### config.mk
export PLATFORM = sky130hd
export DESIGN_NAME = dds_phase_ctrl_flat
export DESIGN_NICKNAME = d
export VERILOG_FILES = /design/src/rtl/dds_phase_ctrl_if.sv /design/src/rtl/dds_phase_ctrl.sv /design/src/flat_wrapper.sv
export SDC_FILE = /design/constraint.sdc
export NUM_CORES = 1
export LEC_CHECK = 0
export CAP_MARGIN = 20
export CORE_ASPECT_RATIO = 0.75
export CORE_MARGIN = 10
export CORE_UTILIZATION = 40
export DETAILED_ROUTE_END_ITERATION = 12
export MAX_ROUTING_LAYER = met4
export PLACE_DENSITY = 0.67
export SKIP_LAST_GASP = 1
export SYNTH_ARGS = -nofsm -noshare
export SYNTH_HDL_FRONTEND = slang
export SYNTH_SLANG_ARGS = --single-unit
### constraint.sdc
create_clock -name clk -period 5.32 [get_ports clk]
set_input_delay 0.798 -clock clk [delete_from_list [all_inputs] [get_ports clk]]
set_output_delay 0.798 -clock clk [all_outputs]
set_load 0.005 [all_outputs]
### src/rtl/dds_phase_ctrl_if.sv
// rtl/dds_phase_ctrl_if.sv - waveform RAM port bundle between the DDS controller and its table RAM
interface dds_phase_ctrl_if #(
  parameter int ADDR_WIDTH = 10,
  parameter int DATA_WIDTH = 16
);
  logic                  ram_wea;
  logic [ADDR_WIDTH-1:0] ram_addr;
  logic [DATA_WIDTH-1:0] ram_wr_data;
  logic [DATA_WIDTH-1:0] ram_rd_data;

  modport master (output ram_wea, ram_addr, ram_wr_data, input ram_rd_data);
  modport slave  (input ram_wea, ram_addr, ram_wr_data, output ram_rd_data);
endinterface

### src/rtl/dds_phase_ctrl.sv
// rtl/dds_phase_ctrl.sv - DDS table loader, phase accumulator and sample re-timer
// Optional phase dither LFSR enabled by defining DDS_PHASE_DITHER_EN.
`ifndef DATA_WIDTH
`define DATA_WIDTH 16
`endif
`ifndef DATA_DEPTH
`define DATA_DEPTH 1024
`endif

module dds_phase_ctrl #(
  parameter int ACC_WIDTH  = 32,
  parameter int ADDR_WIDTH = $clog2(`DATA_DEPTH),
  parameter int DATA_WIDTH = `DATA_WIDTH
) (
  input  logic                  clk,
  input  logic                  rst,
  input  logic                  load_start,
  input  logic                  ld_valid,
  input  logic [DATA_WIDTH-1:0] ld_data,
  output logic                  ld_ready,
  output logic                  load_done,
  input  logic                  run_en,
  input  logic                  ftw_valid,
  input  logic [ACC_WIDTH-1:0]  ftw_in,
  input  logic [ACC_WIDTH-1:0]  phase_off,
  input  logic                  phase_sync,
  dds_phase_ctrl_if.master      ram,
  output logic [DATA_WIDTH-1:0] dout,
  output logic                  dout_valid
);

  typedef enum logic [1:0] {IDLE, LOAD, RUN} state_t;

  state_t                state;
  logic [ACC_WIDTH-1:0]  acc;
  logic [ACC_WIDTH-1:0]  ftw_act;
  logic [ADDR_WIDTH-1:0] cnt;
  logic                  last_wr;
  logic                  issue_q;
  logic                  rd_vld;
  logic [ACC_WIDTH-1:0]  dith;

`ifdef DDS_PHASE_DITHER_EN
  localparam int FRAC_W = ACC_WIDTH - ADDR_WIDTH;
  localparam int DITH_W = (FRAC_W > 16) ? 16 : FRAC_W;

  logic [15:0] lfsr;

  // Galois form of x^16+x^14+x^13+x^11+1, shifting right
  always_ff @(posedge clk) begin
    if (rst)
      lfsr <= 16'hACE1;
    else if (state == RUN)
      lfsr <= {1'b0, lfsr[15:1]} ^ (lfsr[0] ? 16'hB400 : 16'h0000);
  end

  assign dith = ACC_WIDTH'(lfsr[DITH_W-1:0]);
`else
  assign dith = '0;
`endif

  always_ff @(posedge clk) begin
    if (rst) begin
      state           <= IDLE;
      acc             <= '0;
      ftw_act         <= '0;
      cnt             <= '0;
      last_wr         <= 1'b0;
      issue_q         <= 1'b0;
      rd_vld          <= 1'b0;
      ld_ready        <= 1'b0;
      load_done       <= 1'b0;
      ram.ram_wea     <= 1'b0;
      ram.ram_addr    <= '0;
      ram.ram_wr_data <= '0;
      dout            <= '0;
      dout_valid      <= 1'b0;
    end else begin
      ram.ram_wea <= 1'b0;
      issue_q     <= 1'b0;
      last_wr     <= 1'b0;
      load_done   <= last_wr;

      // issue -> RAM read -> output register; in-flight samples drain after RUN ends
      rd_vld     <= issue_q;
      dout_valid <= rd_vld;
      if (rd_vld)
        dout <= ram.ram_rd_data;

      if (ftw_valid)
        ftw_act <= ftw_in;

      case (state)
        IDLE: begin
          ram.ram_addr <= '0;
          if (phase_sync)
            acc <= '0;
          if (load_start) begin
            state    <= LOAD;
            ld_ready <= 1'b1;
            cnt      <= '0;
          end else if (run_en) begin
            state <= RUN;
          end
        end

        LOAD: begin
          if (ld_valid) begin
            ram.ram_wea     <= 1'b1;
            ram.ram_addr    <= cnt;
            ram.ram_wr_data <= ld_data;
            cnt             <= cnt + 1'b1;
            if (cnt == '1) begin
              state    <= IDLE;
              ld_ready <= 1'b0;
              last_wr  <= 1'b1;
            end
          end
        end

        RUN: begin
          if (phase_sync)
            acc <= '0;
          else
            acc <= acc + ftw_act;
          if (run_en) begin
            issue_q      <= 1'b1;
            ram.ram_addr <= ADDR_WIDTH'((acc + phase_off + dith) >> (ACC_WIDTH - ADDR_WIDTH));
          end else begin
            state        <= IDLE;
            ram.ram_addr <= '0;
          end
        end

        default: state <= IDLE;
      endcase
    end
  end

endmodule

### src/flat_wrapper.sv
// flat-port wrapper written by rule: the top's interface ports become plain ports
module dds_phase_ctrl_flat 
#(
  parameter int ACC_WIDTH  = 32,
  parameter int ADDR_WIDTH = $clog2(`DATA_DEPTH),
  parameter int DATA_WIDTH = `DATA_WIDTH
)
  (clk, rst, load_start, ld_valid, ld_data, ld_ready, load_done, run_en, ftw_valid, ftw_in, phase_off, phase_sync, dout, dout_valid, ram_ram_wea, ram_ram_addr, ram_ram_wr_data, ram_ram_rd_data);
  dds_phase_ctrl_if #(.ADDR_WIDTH(ADDR_WIDTH), .DATA_WIDTH(DATA_WIDTH)) ram_i ();
  input  logic clk;
  input  logic rst;
  input  logic load_start;
  input  logic ld_valid;
  input  logic [DATA_WIDTH-1:0] ld_data;
  output logic ld_ready;
  output logic load_done;
  input  logic run_en;
  input  logic ftw_valid;
  input  logic [ACC_WIDTH-1:0] ftw_in;
  input  logic [ACC_WIDTH-1:0] phase_off;
  input  logic phase_sync;
  output logic [DATA_WIDTH-1:0] dout;
  output logic dout_valid;
  output wire logic [$bits(ram_i.ram_wea)-1:0] ram_ram_wea;
  output wire logic [$bits(ram_i.ram_addr)-1:0] ram_ram_addr;
  output wire logic [$bits(ram_i.ram_wr_data)-1:0] ram_ram_wr_data;
  input wire logic [$bits(ram_i.ram_rd_data)-1:0] ram_ram_rd_data;
  assign ram_ram_wea = ram_i.ram_wea;
  assign ram_ram_addr = ram_i.ram_addr;
  assign ram_ram_wr_data = ram_i.ram_wr_data;
  assign ram_i.ram_rd_data = ram_ram_rd_data;
  dds_phase_ctrl #(.ACC_WIDTH(ACC_WIDTH), .ADDR_WIDTH(ADDR_WIDTH), .DATA_WIDTH(DATA_WIDTH)) u_core (.clk(clk), .rst(rst), .load_start(load_start), .ld_valid(ld_valid), .ld_data(ld_data), .ld_ready(ld_ready), .load_done(load_done), .run_en(run_en), .ftw_valid(ftw_valid), .ftw_in(ftw_in), .phase_off(phase_off), .phase_sync(phase_sync), .ram(ram_i), .dout(dout), .dout_valid(dout_valid));
endmodule
# Yosys cells after proc, flatten, opt, wreduce, memory -nomap -nowiden
# Cells that the tools add are included.
[classes]
reduce_logical = 13
bitwise = 3
n_addsub = 3
n_eq_ne = 9
n_mux = 22
[op_table]
columns = ["operator", "count"]
rows = [
  ["32-bit adder", 2],
  ["32-bit 2-to-1 mux", 2],
  ["32-bit case mux with 2 select lines", 1],
  ["10-bit 2-to-1 mux", 4],
  ["10-bit case mux with 3 select lines", 1],
  ["10-bit case mux with 2 select lines", 1],
  ["10-bit by 1-bit adder with 10-bit output, second input constant", 1],
  ["10-bit == test, second input constant", 1],
  ["2-bit 2-to-1 mux", 5],
  ["2-bit != test, second input constant", 4],
  ["4-bit AND reduction", 2],
  ["1-bit 2-to-1 mux", 6],
  ["2-bit case mux with 3 select lines", 1],
  ["2-bit AND reduction", 3],
  ["2-bit nonzero test", 2],
  ["2-bit OR reduction", 2],
  ["3-bit != test, second input constant", 1],
  ["1-bit NOT", 3],
  ["3-bit AND reduction", 1],
  ["3-bit nonzero test", 1],
  ["3-bit OR reduction", 1],
  ["2-bit by 1-bit == test with 1-bit output, second input constant", 1],
  ["2-bit == test, second input constant", 1],
  ["2-bit logical NOT", 1],
  ["2 further kinds", 2],
]
[totals]
regBits = 125
word_cells = 64
inputBits = 103

# Depth between registers and ports, before layout
# Gate-level depths: netlist (run 1).
[depth]
ltp_word = 4
ltp_mapped = 12
ltp_nobuf = 11

# Worst setup path after synthesis (run 1)
# No wires, ideal clock.
[synth_path]
path_kind = "input port to flip-flop"
start = "in phase_off[22]"
end = "reg u_core.ram.ram_addr[7]"
slack_ns = 2.578
path_buffers = 0
arrival_ns = 2.608
path_stages = 8
cell_sequence = "ha_1 > a2111oi_0 > o211ai_1 > a31oi_1 > a21oi_1 > a21oi_1 > xor2_1 > o22ai_1"
[synth_between]
elab_chain_cells = 3
[synth_rtl]
columns = ["item", "line", "text"]
rows = [
  ["from (decl)", "flat_wrapper.sv:20", "input logic [ACC_WIDTH-1:0] phase_off;"],
  ["32-bit adder", "dds_phase_ctrl.sv:128", "ram.ram_addr <= ADDR_WIDTH'((acc + phase_off + dith) >> (ACC_WIDTH - ADDR_WIDTH));"],
  ["10-bit 2-to-1 mux", "dds_phase_ctrl.sv:126", "if (run_en) begin"],
  ["10-bit case mux with 3 select lines", "dds_phase_ctrl.sv:93", "case (state)"],
  ["to (signal assigned)", "dds_phase_ctrl.sv:110", "ram.ram_addr <= cnt;"],
  ["to (signal assigned)", "dds_phase_ctrl.sv:128", ""],
  ["to (decl)", "dds_phase_ctrl_if.sv:11", "modport master (output ram_wea, ram_addr, ram_wr_data, input ram_rd_data);"],
]
# No other way between the ends.
# A chain may end at the register's enable or synchronous reset.

# Final worst setup path (run 1)
# Same ends and word-level chain as after synthesis.

==> results of run 1 <==
## worst register-to-register path, stage by stage (launching register included)
cell and delay [ns]:
dfxtp_1 0.34, ha_1 0.23, fa_1 0.41, a21oi_1 0.20, o21ai_1 0.12, a21oi_2 0.26
a21oi_2 0.17, a41o_1 0.28, a21oi_1 0.22, o221ai_1 0.16, xor2_1 0.17, a22o_1 0.18
## sequential cells by signal, indices dropped and copies added (netlist names)
signal and count:
u_core.acc 32, u_core.ftw_act 32, u_core.dout 16, u_core.ram.ram_wr_data 16
u_core.cnt 10, u_core.ram.ram_addr 10, u_core.state 2, u_core.dout_valid 1
u_core.issue_q 1, u_core.last_wr 1, u_core.ld_ready 1, u_core.load_done 1
u_core.ram.ram_wea 1, u_core.rd_vld 1
## cell families after synthesis
| group | synth area share (%) |
|---|---|
| AND/OR/NAND/NOR | 17.1 |
| adder cells (fa/ha/maj) | 11.8 |
| flip-flops | 34.8 |
| buffers and inverters | 3.08 |
| multiplexers | 7.25 |
| XOR/XNOR | 5.36 |
| AO/OA/AOI/OAI | 20.7 |
## routing by layer
metal,up-vias,routed length (um),track usage (%)
li1,3287,-,-
met1,2883,10100,22.6
met2,141,8210,23.8
met3,16,897,4.05
met4,0,222,4.32
met5,-,0,-
## layout make-up
type / count / area, um2 / share of cell area [%]
Inverter: 20 / 75.1 / 0.792
Sequential cell: 125 / 2500 / 26.4
Antenna cell: 1 / 2.50 / 0.0264
Multi-Input combinational cell: 651 / 4470 / 47.1
Clock inverter: 15 / 201 / 2.12
Tap cell: 242 / 303 / 3.19
Clock buffer: 17 / 425 / 4.49
Timing Repair Buffer: 152 / 1500 / 15.9
## worst paths after layout
check	start	to	slack, ns	depth (start not counted)
worst max-delay path	phase_off[22]	u_core.ram.ram_addr[7]$_SDFFE_PP0P_	2.18	9
worst min-delay path	u_core.issue_q$_SDFF_PP0_	u_core.rd_vld$_SDFF_PP0_	0.44	1
worst max register to register	u_core.acc[0]$_SDFFE_PP0P_	u_core.acc[20]$_SDFFE_PP0P_	2.47	11
worst min register to register	u_core.issue_q$_SDFF_PP0_	u_core.rd_vld$_SDFF_PP0_	0.44	1
## report_power, final
| group | internal, mW | switching, mW | leakage, nW |
|---|---|---|---|
| clock | 0.756 | 0.479 | 0.305 |
| sequential | 0.964 | 0.0197 | 1.01 |
| combinational | 0.155 | 0.151 | 2.60 |
| total | 1.88 | 0.650 | 3.92 |
## cell usage in the layout, fill, tap and decap left out, types with 5 or more instances in the layout
cell type / instances
clkdlybuf4s50_1: 146
xor2_1: 19
o21a_1: 7
inv_6: 5
nor2_1: 96
nor2b_1: 7
o22ai_1: 10
nor3_1: 7
and3_1: 14
o21ai_0: 28
a21oi_1: 76
a21o_1: 17
ha_1: 66
nand3_1: 18
a22oi_1: 17
xnor2_1: 25
inv_1: 20
and2_1: 7
o21bai_1: 8
nand4_1: 11
dfxtp_1: 125
nand2_1: 84
buf_4: 5
clkbuf_16: 17
mux2i_1: 51
o21ai_1: 10
==> impl_metrics.json, run 1 <==
{
  "syn-num-nets": 1001,
  "startpoint_type": "primary input",
  "yosysTopAreaCell": "dfxtp_1",
  "avgSynthCellArea_um2": 8.66,
  "grt_pass1_wl_mm": 31.2,
  "p_leak_nw": 3.92,
  "ys_seq_area_share_pct": 34.8,
  "crit_fanout": 6,
  "synth_area_leaders": "dfxtp_1, ha_1, mux2i_1, a21oi_1, nor2_1",
  "ys_ff_latch": 125,
  "cts-buffers-inserted": 17,
  "path_class": "primary input to flop",
  "synth_area_mm2": 0.00719,
  "final_core_util_pct": 53.7,
  "synth_most_common_cell": "dfxtp_1",
  "synthArstFlopShare_pct": 0,
  "power.total_mw": 2.53,
  "postSynthCellCount": 831,
  "power-per-cell-area_mw_per_mm2": 266,
  "synth_top_flop_cell": "dfxtp_1",
  "cts_tree": "done",
  "grt_antenna_before_repair": 1,
  "overflow": 0,
  "io_pins": 149,
  "max_stage_delay_ns": 0.59,
  "grt_use_total_pct": 16.5,
  "drv_cap": 0,
  "gp_congestion": 0.905,
  "cts.clk_slew.worst_paths_ns": 0.07,
  "whs_ns": 0.439,
  "nNetsFinal": 1137,
  "first_pass_iters": 5,
  "drc": 0,
  "numPortBuffers": 148,
  "vias": 6327,
  "clock_latency_ns": 0.41,
  "fin_tns_setup_ns": 0,
  "ant_nets": 0,
  "status": "finished clean",
  "dpl.hpwl_mm": 14.7,
  "cts.sinks": 125,
  "htreeDepth": 4,
  "hold_buffers": 0,
  "cts_root_buffer": "clkbuf_16",
  "coreArea_mm2": 0.0177,
  "synthToLayoutAreaGrowth_pct": 31.8,
  "slowest_stage": "a2111oi_0",
  "wl_mm": 19.5,
  "fin_skew_ns": 0.00955,
  "drv_slew": 0,
  "synth_edf_count": 0,
  "via_per_inst": 5.17,
  "max_slew_margin_pct": 27.5,
  "ys_types": 70,
  "ctsResizeCount": 0,
  "setup_violations": 0,
  "cp-end-kind": "flop",
  "rsz0062_at_grt": "false",
  "finalHoldViolations": 0,
  "pre_cts_ws_ns": 1.80,
  "n_fill_cell": 1689,
  "instances_no_fill": 1223,
  "yosys_warnings": 0,
  "irDropWorstVdd_mv": 0.126,
  "crit_top_cell": "a21oi_1",
  "grt_max_degree": 83,
  "start_util_pct": 40.7,
  "critPathTopFamily": "compound AO/OA/AOI/OAI gates",
  "fin_crit_ns": 3.14,
  "final_cell_area_mm2": 0.00948,
  "tightest_slew_ns": 1.09,
  "cts_max_path_buffers": 2,
  "crit_chain": "clkdlybuf4s50_1, ha_1, a2111oi_0, o211ai_1, a31oi_1, a21oi_1, a21oi_1, xor2_1, o22ai_1",
  "drive_above_1_share_pct": 6.53,
  "fp.dieH_um": 136,
  "fmax_mhz": 318,
  "synth_top_area_share_pct": 34.8,
  "die_w_um": 175,
  "post-cts-setup-buffers": 0,
  "synth_common_cells": "dfxtp_1, nor2_1, nand2_1",
  "cp.arrival_ns": 3.41,
  "die-area_mm2": 0.0238,
  "worst_ep_required_time_ns": 5.58,
  "hp-class": "flop to flop",
  "rows": 42,
  "drt_iter0_markers": 393,
  "worst_slack_ns": 2.18,
  "placed_area_mm2": 0.00885,
  "post_drt_wl_per_cell_um": 15.9,
  "dp_cells": 1190,
  "min_period_over_period_pct": 59.1,
  "path_buf_inv": 1,
  "grt_pass1_vias": 5931
}
Note: power is estimated with default switching activity, not from simulation.
==> run 2: changes to the inputs <==
--- a/config.mk
+++ b/config.mk
@@ -11,7 +11,7 @@
 export CORE_UTILIZATION = 40
 export DETAILED_ROUTE_END_ITERATION = 12
 export MAX_ROUTING_LAYER = met4
-export PLACE_DENSITY = 0.67
+export PLACE_DENSITY = 0.69
 export SKIP_LAST_GASP = 1
 export SYNTH_ARGS = -nofsm -noshare
 export SYNTH_HDL_FRONTEND = slang
==> constraint.sdc (replaced) <==
create_clock -name clk -period 2.85 [get_ports clk]
set_input_delay 0.4275 -clock clk [delete_from_list [all_inputs] [get_ports clk]]
set_output_delay 0.4275 -clock clk [all_outputs]
set_load 0.005 [all_outputs]
==> run 2 against run 1 <==
  * Sequential share of layout area shrank 0.59 points
  * Global-route usage grew 0.21 points
  * Largest cell class unchanged
  * Critical path type is now flop to flop
  * Final cell count grew 2.9%
  * Die area is the same
  * Critical path depth grew 2
  * Core utilization grew 1.2 points
  * Power grew 77%
  * Non-clock buffer count grew 36
==> impl_metrics.json, run 2 (synthesis results as in run 1) <==
{
  "antenna_cells": 0,
  "drc": 0,
  "max_stage_delay_ns": 0.43,
  "path_class": "flop to flop",
  "coreArea_mm2": 0.0177,
  "gp_congestion": 0.889,
  "drv_cap": 0,
  "overflow": 0,
  "die_w_um": 175,
  "start_util_pct": 40.7,
  "crit_top_cell": "a21oi_2",
  "rows": 42,
  "post-cts-setup-buffers": 0,
  "grtUsageMet2_pct": 24.6,
  "p_sw_share_pct": 25.9,
  "hp-class": "flop to flop",
  "rsz0062_at_grt": "false",
  "cts.clk_slew.worst_paths_ns": 0.06,
  "worst_slack_ns": 0.150,
  "critPathTopFamily": "compound AO/OA/AOI/OAI gates",
  "final_cell_area_mm2": 0.00970,
  "fmax_mhz": 370,
  "wl_mm": 19.4,
  "n_fill_cell": 1637,
  "rr_worst_depth": 11,
  "final_cell_mix": "clkdlybuf4s50_1, dfxtp_1, nor2_1",
  "cp.arrival_ns": 3.00,
  "met1_usage_pct": 22.7,
  "worst_ep_required_time_ns": 3.15,
  "drive_above_1_share_pct": 10.0,
  "p_clk_share_pct": 45.7,
  "cts.sinks": 125,
  "switchingPower_mw": 1.16,
  "whs_ns": 0.436,
  "irDropWorstVdd_mv": 0.260,
  "finalHoldViolations": 0,
  "comb_power_share_pct": 13.3,
  "drt_iter0_markers": 370,
  "status": "finished clean",
  "cts_tree": "done",
  "numPortBuffers": 148,
  "crit_chain": "ha_1, fa_1, a21oi_2, o21ai_1, a21oi_2, a21oi_2, a41o_1, a21oi_2, o221ai_1, xor2_1, a22o_1",
  "crit_fanout": 3,
  "tightest_slew_ns": 0.946,
  "instances_no_fill": 1258,
  "nNetsFinal": 1173,
  "clock_latency_ns": 0.42,
  "drv_slew": 0,
  "cts_root_buffer": "clkbuf_16",
  "grt_pass1_wl_mm": 31.5,
  "p_leak_nw": 4.07,
  "synthToLayoutAreaGrowth_pct": 34.9,
  "first_pass_iters": 7,
  "pre_cts_ws_ns": -0.275,
  "setup_violations": 0,
  "r2r_slack_ns": 0.15,
  "grt_use_total_pct": 16.7,
  "hold_buffers": 0,
  "fin_crit_ns": 2.70,
  "placed_area_mm2": 0.00912,
  "post_drt_wl_per_cell_um": 15.4,
  "fp.dieH_um": 136,
  "min_period_over_period_pct": 94.7,
  "grt_pass1_vias": 6125,
  "max_slew_margin_pct": 36.8,
  "power-per-cell-area_mw_per_mm2": 462,
  "fin_tns_setup_ns": 0,
  "path_buf_inv": 0,
  "final_common_cell": "clkdlybuf4s50_1",
  "fin_skew_ns": 0.0106,
  "cp-end-kind": "flop",
  "grt_antenna_before_repair": 0,
  "vias": 6421,
  "via_per_inst": 5.10,
  "dpl.hpwl_mm": 15.1,
  "cts-buffers-inserted": 17,
  "dp_cells": 1226,
  "holdPathStages": 1,
  "seq_power_share_pct": 41.0,
  "path_depth": 11,
  "power.total_mw": 4.48,
  "startpoint_type": "flop",
  "final_core_util_pct": 54.9,
  "die-area_mm2": 0.0238,
  "busiest_layer": "met2",
  "reg_top3": "u_core.acc: 32 flops, u_core.ftw_act: 32 flops",
  "p_int_mw": 3.32,
  "cts_max_path_buffers": 2,
  "met3_usage_pct": 4.13,
  "slowest_stage": "fa_1",
  "io_pins": 149,
  "ant_nets": 0,
  "htreeDepth": 4,
  "grt_max_degree": 59
}
==> run 2: area by class of cell <==
cell class / instances / area [um2] / area share, %
clock buffer: 18 / 429 / 4.42
clock inverter: 14 / 134 / 1.38
inverter: 20 / 75.1 / 0.774
multi-input combinational: 651 / 4480 / 46.2
sequential: 125 / 2500 / 25.8
tap: 242 / 303 / 3.12
timing repair buffer: 188 / 1770 / 18.3
==> run 2: power by group through the flow <==
stage	combinational, mW	clock (mW)	sequential, mW
2_1_floorplan	0.317	0	1.87
3_3_place_gp	0.587	0	1.87
3_5_place_dp	0.594	0	1.87
4_1_cts	0.598	2.10	1.84
5_1_grt	0.661	2.19	1.84
6_report	0.596	2.05	1.84
==> run 2: final timing paths <==
kind,start,endpoint
max,u_core.acc[0]$_SDFFE_PP0P_,u_core.acc[20]$_SDFFE_PP0P_
min,u_core.issue_q$_SDFF_PP0_,u_core.rd_vld$_SDFF_PP0_
min reg2reg,u_core.issue_q$_SDFF_PP0_,u_core.rd_vld$_SDFF_PP0_
max reg2reg,u_core.acc[0]$_SDFFE_PP0P_,u_core.acc[20]$_SDFFE_PP0P_
==> run 2: what timing repair did <==
item,4_1_cts,5_1_grt
endpoints found under the setup margin,0,6
resized for setup,0,4
hold endpoints to repair,0,0
==> run 2: per-layer routing <==
metal	part of all wire (%)	vias up	wire (um)
li1	-	3348	-
met1	52	2936	10100
met2	43	122	8350
met3	3.9	15	754
met4	0.90	0	175
met5	0	-	0
==> run 2: worst reg2reg max path: stages, from the launching register on <==
cell and delay [ns]:
dfxtp_1 0.34, ha_1 0.22, fa_1 0.43, a21oi_2 0.17
o21ai_1 0.10, a21oi_2 0.22, a21oi_2 0.15, a41o_1 0.28
a21oi_2 0.18, o221ai_1 0.16, xor2_1 0.17, a22o_1 0.18
==> run 3: changes to the inputs <==
==> constraint.sdc (replaced) <==
create_clock -name clk -period 2.85 [get_ports clk]
set_input_delay 0.7125 -clock clk [delete_from_list [all_inputs] [get_ports clk]]
set_output_delay 0.7125 -clock clk [all_outputs]
set_load 0.005 [all_outputs]
==> run 3 against run 2 <==
  * Core utilization up 2.1 points
  * Die area is the same
  * Setup slack got worse by 0.064 ns
  * Sequential power about the same
  * Maximum frequency shrank 2.3%
  * Critical path type is now primary input to flop
  * Critical endpoint is now u_core.ram.ram_addr[2]$_SDFFE_PP0P_
  * Largest cell class unchanged
==> impl_metrics.json, run 3 (synthesis results as in run 1) <==
{
  "comb_power_share_pct": 13.1,
  "path_buf_inv": 2,
  "htreeDepth": 4,
  "path_class": "primary input to flop",
  "min_period_over_period_pct": 97.0,
  "cts.clk_slew.worst_paths_ns": 0.06,
  "worst_ep_required_time_ns": 3.15,
  "fp.dieH_um": 136,
  "gp_congestion": 0.841,
  "startpoint_type": "primary input",
  "drv_cap": 0,
  "cp-end-kind": "flop",
  "cts_root_buffer": "clkbuf_16",
  "final_core_util_pct": 57.0,
  "fmax_mhz": 362,
  "r2r_slack_ns": 0.11,
  "finalHoldViolations": 0,
  "coreArea_mm2": 0.0177,
  "slowest_stage": "clkdlybuf4s50_1",
  "clock_latency_ns": 0.42,
  "final_common_cell": "clkdlybuf4s50_1",
  "die-area_mm2": 0.0238,
  "grt_max_degree": 34,
  "cts-buffers-inserted": 17,
  "drv_slew": 0,
  "synthToLayoutAreaGrowth_pct": 40.0,
  "final_cell_mix": "clkdlybuf4s50_1, dfxtp_1, nor2_1",
  "cts_max_path_buffers": 2,
  "dp_cells": 1240,
  "irDropWorstVdd_mv": 0.301,
  "power-per-cell-area_mw_per_mm2": 468,
  "grt_use_total_pct": 17.5,
  "wl_mm": 20.5,
  "grt_pass1_wl_mm": 33.3,
  "rsz0062_at_grt": "true",
  "numPortBuffers": 148,
  "tightest_slew_ns": 0.975,
  "status": "finished clean",
  "switchingPower_mw": 1.21,
  "hold_buffers": 0,
  "fin_skew_ns": 0.00857,
  "n_fill_cell": 1597,
  "seq_power_share_pct": 39.0,
  "drive_above_1_share_pct": 13.4,
  "cts.sinks": 125,
  "max_stage_delay_ns": 0.47,
  "grt_pass1_vias": 6385,
  "overflow": 0,
  "via_per_inst": 5.15,
  "start_util_pct": 40.7,
  "first_pass_iters": 5,
  "dpl.hpwl_mm": 15.6,
  "power.total_mw": 4.72,
  "cts_tree": "done",
  "post_drt_wl_per_cell_um": 16.0,
  "p_sw_share_pct": 25.6,
  "crit_chain": "clkdlybuf4s50_1, ha_2, o2111ai_2, o221ai_2, a221oi_2, o21ai_1, a221oi_2, buf_4, nor2_1, nor2_1, xor2_1, o22ai_1",
  "io_pins": 149,
  "max_slew_margin_pct": 34.9,
  "critPathTopFamily": "compound AO/OA/AOI/OAI gates",
  "p_clk_share_pct": 48.0,
  "cp.arrival_ns": 3.06,
  "hp-class": "flop to flop",
  "crit_fanout": 2,
  "grt_antenna_before_repair": 1,
  "setup_violations": 0,
  "ant_nets": 0,
  "reg_top3": "u_core.acc: 32 flops, u_core.ftw_act: 32 flops",
  "instances_no_fill": 1277,
  "die_w_um": 175,
  "nNetsFinal": 1191,
  "p_leak_nw": 4.22,
  "fin_crit_ns": 2.76,
  "p_int_mw": 3.51,
  "rows": 42,
  "drc": 0,
  "drt_iter0_markers": 406,
  "vias": 6576
}
==> run 3: cell count changes in the layout (fill, tap and decap cells not counted), sizes merged, moves of 2 or more <==
cell           before  now
clkdlybuf4s50     146  138
dlygate4sd2         0    3
bufinv              1    3
clkinvlp            1    4
buf                42   60
dlymetal6s2s        0    5
clkinv              7    2
==> run 3: worst paths after layout <==
check	start	end	depth (start not counted)
worst max-delay path	phase_off[2]	u_core.ram.ram_addr[2]$_SDFFE_PP0P_	12
worst min-delay path	u_core.issue_q$_SDFF_PP0_	u_core.rd_vld$_SDFF_PP0_	1
worst max register to register	u_core.acc[0]$_SDFFE_PP0P_	u_core.acc[20]$_SDFFE_PP0P_	11
worst min register to register	u_core.issue_q$_SDFF_PP0_	u_core.rd_vld$_SDFF_PP0_	1
==> run 3: final cells by class <==
class | instances | area [um2] | share of cell area, %
multi-input cells | 651 | 4660 | 46.3
diodes | 1 | 2.50 | 0.0249
repair buffers | 206 | 1920 | 19.0
well taps | 242 | 303 | 3.01
clock buffers | 18 | 429 | 4.26
flip-flops and latches | 125 | 2500 | 24.9
clock inverters | 14 | 181 | 1.80
inverters | 20 | 75.1 | 0.746
==> run 3: through the flow <==
step | setup WS (ns) | instance area (um2) | setup TNS (ns) | hold slack, ns
6_report | 0.0861 | 10100 | 0 | 0.443
5_1_grt | -0.0721 | 10100 | -0.248 | 0.462
4_1_cts | -0.0197 | 9900 | -0.0197 | 0.446
3_5_place_dp | -0.511 | 9230 | -3.91 | 0.436
3_3_place_gp | -0.461 | 9230 | -3.59 | 0.422
2_1_floorplan | 0.194 | 7190 | 0 | 0.414
==> run 3: timing repair <==
item / CTS / global route
endpoints found under the setup margin: 6 / 10
pin swaps: 14 / 20
resized for setup: 10 / 26
setup buffers: 3 / 1
==> run 3: metal layers <==
layer	track usage (%)	up-vias	share of wire [%]	routed length (um)
met1	23.8	3039	50	10300
met3	3.82	17	4.2	853
met2	25.5	139	45	9140
met5	-	-	0	0
li1	-	3381	-	-
met4	4.79	0	0.79	162
==> run 3: power by group through the flow <==
| stage | registers (mW) | clock network (mW) | logic, mW |
|---|---|---|---|
| global placement | 1.87 | 0 | 0.594 |
| detailed placement | 1.87 | 0 | 0.603 |
| floorplan | 1.87 | 0 | 0.317 |
| CTS | 1.84 | 2.31 | 0.610 |
| global route | 1.84 | 2.40 | 0.679 |
| finish | 1.84 | 2.26 | 0.617 |
==> run 3: worst register-to-register path, cell delays in order (launching register included) <==
cell	delay (ns)
dfxtp_1	0.34
ha_1	0.22
fa_1	0.44
a21oi_2	0.17
o21ai_1	0.10
a21oi_2	0.21
a21oi_2	0.14
a41o_1	0.28
a21oi_2	0.20
o221ai_1	0.16
xor2_1	0.17
a22o_1	0.18
